File: config.mk
export PLATFORM = sky130hd
export DESIGN_NAME = servant_ram_arbiter_flat
export DESIGN_NICKNAME = d
export VERILOG_FILES = /design/src/rtl/servant_ram_arbiter_if.sv /design/src/rtl/servant_ram_arbiter.sv /design/src/flat_wrapper.sv
export SDC_FILE = /design/constraint.sdc
export NUM_CORES = 1
export LEC_CHECK = 0
export CAP_MARGIN = 30
export CORE_AREA = 2 2 102 104
export DETAILED_ROUTE_END_ITERATION = 6
export DIE_AREA = 0 0 104 106
export MAX_ROUTING_LAYER = met4
export SYNTH_ARGS = -nofsm -noshare
export SYNTH_HDL_FRONTEND = slang
export SYNTH_SLANG_ARGS = --single-unit
File: constraint.sdc
create_clock -name i_wb_clk -period 3.45 [get_ports i_wb_clk]
set_input_delay 1.035 -clock i_wb_clk [delete_from_list [all_inputs] [get_ports i_wb_clk]]
set_output_delay 1.035 -clock i_wb_clk [all_outputs]
set_load 0.02 [all_outputs]
File: src/rtl/servant_ram_arbiter_if.sv
// Bus bundle for the shared servant RAM arbiter: CPU Wishbone port, VPU
// load/store port, RAM macro port and grant status.
interface servant_ram_arbiter_if #(
  parameter int aw = 18
);
  logic [aw-1:2] i_wb_adr;
  logic [31:0]   i_wb_dat;
  logic [3:0]    i_wb_sel;
  logic          i_wb_we;
  logic          i_wb_cyc;
  logic [31:0]   o_wb_rdt;
  logic          o_wb_ack;

  logic          i_vpu_request_rd;
  logic          i_vpu_request_wr;
  logic [aw-1:2] i_vpu_adr;
  logic [31:0]   i_vpu_dat;
  logic [3:0]    i_vpu_sel;
  logic [31:0]   o_vpu_rdt;
  logic          o_vpu_ack;

  logic [aw-1:2] o_ram_adr;
  logic [31:0]   o_ram_dat;
  logic [3:0]    o_ram_we;
  logic [31:0]   i_ram_rdt;
  logic [1:0]    o_grant;

  modport slave (
    input  i_wb_adr, i_wb_dat, i_wb_sel, i_wb_we, i_wb_cyc,
    output o_wb_rdt, o_wb_ack,
    input  i_vpu_request_rd, i_vpu_request_wr, i_vpu_adr, i_vpu_dat, i_vpu_sel,
    output o_vpu_rdt, o_vpu_ack,
    output o_ram_adr, o_ram_dat, o_ram_we,
    input  i_ram_rdt,
    output o_grant
  );

  modport master (
    output i_wb_adr, i_wb_dat, i_wb_sel, i_wb_we, i_wb_cyc,
    input  o_wb_rdt, o_wb_ack,
    output i_vpu_request_rd, i_vpu_request_wr, i_vpu_adr, i_vpu_dat, i_vpu_sel,
    input  o_vpu_rdt, o_vpu_ack,
    input  o_ram_adr, o_ram_dat, o_ram_we,
    output i_ram_rdt,
    input  o_grant
  );
endinterface

File: src/rtl/servant_ram_arbiter.sv
// One-access-at-a-time arbiter for the single-port servant RAM. VPU is favoured
// but yields to a waiting CPU after MAX_VPU_RUN consecutive grants.
module servant_ram_arbiter #(
  parameter int depth       = 262144,
  parameter int aw          = $clog2(depth),
  parameter bit VPU         = 1'b0,
  parameter int MAX_VPU_RUN = 4
) (
  input logic                  i_wb_clk,
  input logic                  i_wb_rst_n,
  servant_ram_arbiter_if.slave bus
);

  typedef enum logic [2:0] {IDLE, CPU_CMD, CPU_ACK, VPU_CMD, VPU_ACK} state_e;

  typedef struct packed {
    logic [aw-1:2] adr;
    logic [31:0]   dat;
    logic [3:0]    sel;
    logic          we;
  } ram_req_t;

  localparam logic [7:0] RunMax = 8'(MAX_VPU_RUN);

  if ((MAX_VPU_RUN < 1) || (MAX_VPU_RUN > 255) || ((1 << aw) < depth)) begin : g_bad_param
    $error("servant_ram_arbiter: illegal MAX_VPU_RUN or aw/depth");
  end

  state_e     state_q, state_d;
  logic [7:0] run_cnt_q, run_cnt_d;
  logic       src_vpu_q, src_vpu_d;

  logic     cpu_req, vpu_req, use_vpu, in_cmd;
  ram_req_t cpu_r, vpu_r, cur_r;

  assign cpu_req = bus.i_wb_cyc;
  assign vpu_req = VPU & (bus.i_vpu_request_rd | bus.i_vpu_request_wr);

  // rd+wr together collapses to a write
  assign cpu_r = '{adr: bus.i_wb_adr,  dat: bus.i_wb_dat,  sel: bus.i_wb_sel,  we: bus.i_wb_we};
  assign vpu_r = '{adr: bus.i_vpu_adr, dat: bus.i_vpu_dat, sel: bus.i_vpu_sel, we: bus.i_vpu_request_wr};

  always_ff @(posedge i_wb_clk or negedge i_wb_rst_n) begin
    if (!i_wb_rst_n) begin
      state_q   <= IDLE;
      run_cnt_q <= 8'd0;
      src_vpu_q <= 1'b0;
    end else begin
      state_q   <= state_d;
      run_cnt_q <= run_cnt_d;
      src_vpu_q <= src_vpu_d;
    end
  end

  always_comb begin
    state_d   = state_q;
    run_cnt_d = run_cnt_q;
    src_vpu_d = src_vpu_q;
    case (state_q)
      IDLE: begin
        if (vpu_req && (!cpu_req || (run_cnt_q != RunMax))) begin
          state_d   = VPU_CMD;
          src_vpu_d = 1'b1;
          // only runs taken against a waiting CPU count toward the fairness limit
          if (!cpu_req)                run_cnt_d = 8'd0;
          else if (run_cnt_q != RunMax) run_cnt_d = run_cnt_q + 8'd1;
        end else if (cpu_req) begin
          state_d   = CPU_CMD;
          src_vpu_d = 1'b0;
          run_cnt_d = 8'd0;
        end
      end
      CPU_CMD: state_d = CPU_ACK;
      VPU_CMD: state_d = VPU_ACK;
      default: state_d = IDLE;
    endcase
  end

  // IDLE keeps steering the RAM from whichever side was granted last
  assign use_vpu = (state_q == VPU_CMD) || (state_q == VPU_ACK) || ((state_q == IDLE) && src_vpu_q);
  assign in_cmd  = (state_q == CPU_CMD) || (state_q == VPU_CMD);
  assign cur_r   = use_vpu ? vpu_r : cpu_r;

  always_comb begin
    bus.o_ram_adr = cur_r.adr;
    bus.o_ram_dat = cur_r.dat;
    bus.o_ram_we  = in_cmd ? (cur_r.sel & {4{cur_r.we}}) : 4'd0;
    bus.o_wb_ack  = (state_q == CPU_ACK);
    bus.o_vpu_ack = (state_q == VPU_ACK);
    bus.o_wb_rdt  = bus.i_ram_rdt;
    bus.o_vpu_rdt = bus.i_ram_rdt;
    bus.o_grant   = {(state_q == VPU_CMD) || (state_q == VPU_ACK),
                     (state_q == CPU_CMD) || (state_q == CPU_ACK)};
  end

endmodule

File: src/flat_wrapper.sv
// flat-port wrapper written by rule: the top's interface ports become plain ports
module servant_ram_arbiter_flat 
#(
  parameter int depth       = 262144,
  parameter int aw          = $clog2(depth),
  parameter bit VPU         = 1'b0,
  parameter int MAX_VPU_RUN = 4
)
  (i_wb_clk, i_wb_rst_n, bus_i_wb_adr, bus_i_wb_dat, bus_i_wb_sel, bus_i_wb_we, bus_i_wb_cyc, bus_o_wb_rdt, bus_o_wb_ack, bus_i_vpu_request_rd, bus_i_vpu_request_wr, bus_i_vpu_adr, bus_i_vpu_dat, bus_i_vpu_sel, bus_o_vpu_rdt, bus_o_vpu_ack, bus_o_ram_adr, bus_o_ram_dat, bus_o_ram_we, bus_i_ram_rdt, bus_o_grant);
  servant_ram_arbiter_if #(.aw(aw)) bus_i ();
  input logic i_wb_clk;
  input logic i_wb_rst_n;
  input wire logic [$bits(bus_i.i_wb_adr)-1:0] bus_i_wb_adr;
  input wire logic [$bits(bus_i.i_wb_dat)-1:0] bus_i_wb_dat;
  input wire logic [$bits(bus_i.i_wb_sel)-1:0] bus_i_wb_sel;
  input wire logic [$bits(bus_i.i_wb_we)-1:0] bus_i_wb_we;
  input wire logic [$bits(bus_i.i_wb_cyc)-1:0] bus_i_wb_cyc;
  output wire logic [$bits(bus_i.o_wb_rdt)-1:0] bus_o_wb_rdt;
  output wire logic [$bits(bus_i.o_wb_ack)-1:0] bus_o_wb_ack;
  input wire logic [$bits(bus_i.i_vpu_request_rd)-1:0] bus_i_vpu_request_rd;
  input wire logic [$bits(bus_i.i_vpu_request_wr)-1:0] bus_i_vpu_request_wr;
  input wire logic [$bits(bus_i.i_vpu_adr)-1:0] bus_i_vpu_adr;
  input wire logic [$bits(bus_i.i_vpu_dat)-1:0] bus_i_vpu_dat;
  input wire logic [$bits(bus_i.i_vpu_sel)-1:0] bus_i_vpu_sel;
  output wire logic [$bits(bus_i.o_vpu_rdt)-1:0] bus_o_vpu_rdt;
  output wire logic [$bits(bus_i.o_vpu_ack)-1:0] bus_o_vpu_ack;
  output wire logic [$bits(bus_i.o_ram_adr)-1:0] bus_o_ram_adr;
  output wire logic [$bits(bus_i.o_ram_dat)-1:0] bus_o_ram_dat;
  output wire logic [$bits(bus_i.o_ram_we)-1:0] bus_o_ram_we;
  input wire logic [$bits(bus_i.i_ram_rdt)-1:0] bus_i_ram_rdt;
  output wire logic [$bits(bus_i.o_grant)-1:0] bus_o_grant;
  assign bus_i.i_wb_adr = bus_i_wb_adr;
  assign bus_i.i_wb_dat = bus_i_wb_dat;
  assign bus_i.i_wb_sel = bus_i_wb_sel;
  assign bus_i.i_wb_we = bus_i_wb_we;
  assign bus_i.i_wb_cyc = bus_i_wb_cyc;
  assign bus_o_wb_rdt = bus_i.o_wb_rdt;
  assign bus_o_wb_ack = bus_i.o_wb_ack;
  assign bus_i.i_vpu_request_rd = bus_i_vpu_request_rd;
  assign bus_i.i_vpu_request_wr = bus_i_vpu_request_wr;
  assign bus_i.i_vpu_adr = bus_i_vpu_adr;
  assign bus_i.i_vpu_dat = bus_i_vpu_dat;
  assign bus_i.i_vpu_sel = bus_i_vpu_sel;
  assign bus_o_vpu_rdt = bus_i.o_vpu_rdt;
  assign bus_o_vpu_ack = bus_i.o_vpu_ack;
  assign bus_o_ram_adr = bus_i.o_ram_adr;
  assign bus_o_ram_dat = bus_i.o_ram_dat;
  assign bus_o_ram_we = bus_i.o_ram_we;
  assign bus_i.i_ram_rdt = bus_i_ram_rdt;
  assign bus_o_grant = bus_i.o_grant;
  servant_ram_arbiter #(.depth(depth), .aw(aw), .VPU(VPU), .MAX_VPU_RUN(MAX_VPU_RUN)) u_core (.i_wb_clk(i_wb_clk), .i_wb_rst_n(i_wb_rst_n), .bus(bus_i));
endmodule
==> impl_metrics.json <==
{
  "status": "finished, final reports clean",
  "hp-class": "flop to flop",
  "cp.required_ps": 2410,
  "num_rows": 37,
  "fin_crit_sh_pct": 97.3,
  "skew_ps": 3.30,
  "n_antenna_cell": 0,
  "tightest_slew_ps": 272,
  "synthAdderAreaFrac_pct": 0,
  "first_iter_violations": 15,
  "die_x_um": 104,
  "cts_sinks": 3,
  "ys_seq_area_share_pct": 5.63,
  "grt-ovfl-total": 0,
  "slowest_delay_ps": 550,
  "setup_viol": 0,
  "root_buffer": "clkbuf_8",
  "start_util_pct": 13.3,
  "drive_gt1_share_pct": 24.0,
  "synth_compound_area_share_pct": 3.00,
  "met1_usage_pct": 7.90,
  "largest_register_ffs": 3,
  "worstPathMaxFanout": 30,
  "ys_top_cells_by_count": "65 x buf_4, 40 x mux2_2, 9 x mux2_4",
  "grt_pass1_vias": 1580,
  "antenna_found_initial": 0,
  "worstSetupEndpointType": "output port",
  "slew_violations": 0,
  "r2r-start": "u_core.state_q[2]$_DFFE_PN0P_",
  "startpoint_type": "flop",
  "top_register": "u_core.state_q",
  "vias_per_cell": 3.58,
  "port_buffers": 164,
  "vias": 1369,
  "finalPower_uw": 1000,
  "syn-cell-area_mm2": 0.00133,
  "crit_chain": "or3b_4 -> clkinv_4 -> nor2_4 -> buf_12 -> mux2_2 -> clkdlybuf4s50_1",
  "clock_path_buffers": 2,
  "cp_slowest_cell": "clkdlybuf4s50_1",
  "worstSetupPathType": "flop to output port",
  "fin_ws_ps": 91.6,
  "ir_drop_mv": 0.169,
  "syn_inst": 145,
  "crit_start": "u_core.state_q[2]$_DFFE_PN0P_",
  "fin_cells": 382,
  "synth_top_area_cell": "buf_4",
  "ant_nets": 0,
  "grt_max_degree": 31,
  "synth-main-ff-cell": "dfrtp_1",
  "critPathTopFamily": "buffers and inverters",
  "hold_start": "u_core.state_q[2]$_DFFE_PN0P_",
  "whs_path_depth": 1,
  "ctsHtreeMaxLevel": 1,
  "holdBufCountCts": 0,
  "p_leak_uw": 0.00106,
  "top_regs": "u_core.state_q: 3 flops",
  "io_pins": 262,
  "finalCriticalPeriod_ps": 3360,
  "reg2reg_slack_ps": 2540,
  "syn_to_final_growth_pct": 103,
  "cts_tree": "done",
  "route.detailed.drc": 0,
  "wire_per_inst_um": 12.4,
  "clock_latency_ps": 220,
  "grtUsageMet3_pct": 2.33,
  "synth.distinct_cells": 18,
  "finish.instance_area_mm2": 0.00270,
  "r2r_end": "u_core.state_q[2]$_DFFE_PN0P_",
  "muxShareOfSynthArea_pct": 43.9,
  "core_area_mm2": 0.0100,
  "synth_edf_count": 0,
  "max_slew_margin_pct": 81.6,
  "yosysMostFrequentCell": "buf_4",
  "grt_pass1_wl_mm": 7.31,
  "synth-xor-area-share_pct": 0,
  "first_pass_iters": 4,
  "grt-busiest-layer": "met2",
  "cp_data_arrival_time_ps": 2320,
  "synth_top_family_by_area": "multiplexers",
  "async_reset_ff_share_pct": 100,
  "dpl.cell_count": 377,
  "placed_cell_area_mm2": 0.00266,
  "die-area_mm2": 0.0110,
  "drv_cap": 0,
  "min_to": "u_core.state_q[0]$_DFFE_PN0P_",
  "ys_top_cells_by_area": "buf_4 37%, mux2_2 34%, mux2_4 10%, dfrtp_1 5.6%, a21oi_1 1.5%",
  "post-place-ws_ps": -121,
  "finalHoldViolations": 0,
  "hold_slack_ps": 558,
  "netlist.area_leader.share_pct": 36.6,
  "avgSynthCellArea_um2": 9.20,
  "synthSimpleGateAreaFrac_pct": 6.57,
  "fp.dieH_um": 106,
  "yosysWarnings": 0,
  "max_freq_mhz": 298,
  "grt.total_usage_pct": 8.18,
  "power.density_mw_per_mm2": 371,
  "r2r.worst_path.cells": 2,
  "gr-usage-met2_pct": 15.3,
  "post-dp-hpwl_mm": 4.06,
  "cts-buffers-inserted": 3,
  "ys_seq_elements": 3,
  "clk_pin_slew_ps": 30,
  "place_congestion": 0.849,
  "synthesis.nets": 287,
  "rsz0062_at_grt": "no",
  "drt_wl_total_mm": 4.73,
  "critPathBufInv": 3,
  "final_net_count": 389
}
==> worst reg2reg max path, cell delays in order, from the launching register on <==
cell and delay [ps]:
dfrtp_1 430, nand3b_1 200, inv_1 190
==> area by class of cell <==
cell class,instances,area (um2)
fill,1087,7300
timing repair buffer,167,1680
multi-input combinational,69,713
tap,136,170
sequential,3,75.1
clock buffer,4,45.0
inverter,3,16.3
==> cells by family after synthesis <==
family / Yosys count
buffers and inverters: 73
muxes: 49
and+or+nand+nor: 12
AOI/OAI and AO/OA: 8
DFF: 3
==> worst max-delay path by stage <==
stage,end,cells after the start
2_1_floorplan,bus_o_ram_we[0],3
3_3_place_gp,bus_o_ram_we[2],5
6_report,bus_o_ram_dat[14],6
3_5_place_dp,bus_o_ram_we[2],5
5_1_grt,bus_o_ram_dat[14],6
4_1_cts,bus_o_ram_dat[14],6
==> metal layers <==
| metal | vias to the layer above | part of all wire [%] |
|---|---|---|
| li1 | 632 | - |
| met3 | 16 | 12 |
| met4 | 0 | 1.6 |
| met1 | 601 | 34 |
| met5 | - | 0 |
| met2 | 120 | 52 |
==> what timing repair did <==
action,4_1_cts,5_1_grt
setup endpoints to repair,4,38
resized for setup,4,0
pin swaps,0,0
buffers inserted,0,1
==> cell usage in the layout (no fill, tap or decap), types with 2 or more instances in the layout <==
master	instances
a21oi_1	4
inv_1	2
nand3_1	4
o21ai_0	4
mux2_2	40
buf_12	2
clkdlybuf4s50_1	160
dfrtp_1	3
dlygate4sd2_1	4
mux2_4	9
nor3b_1	2
clkbuf_8	3
nand3b_1	2
==> per-stage QoR <==
step                      utilization (%)  TNS (ps)
after floorplan                         -         0
after detailed placement             26.6      -435
after global routing                 27.0         0
after CTS                            27.0         0
after global placement               26.6      -457
final                                27.0         0
==> where the power goes <==
| group | internal, uW | leakage (uW) | switching (uW) | total [uW] |
|---|---|---|---|---|
| combinational | 490 | 0.00100 | 348 | 838 |
| clock | 78.9 | 0.0000228 | 23.9 | 103 |
| sequential | 45.2 | 0.0000396 | 17.9 | 63.1 |
| total | 615 | 0.00106 | 390 | 1000 |
Power figures use the tool's default switching activity.
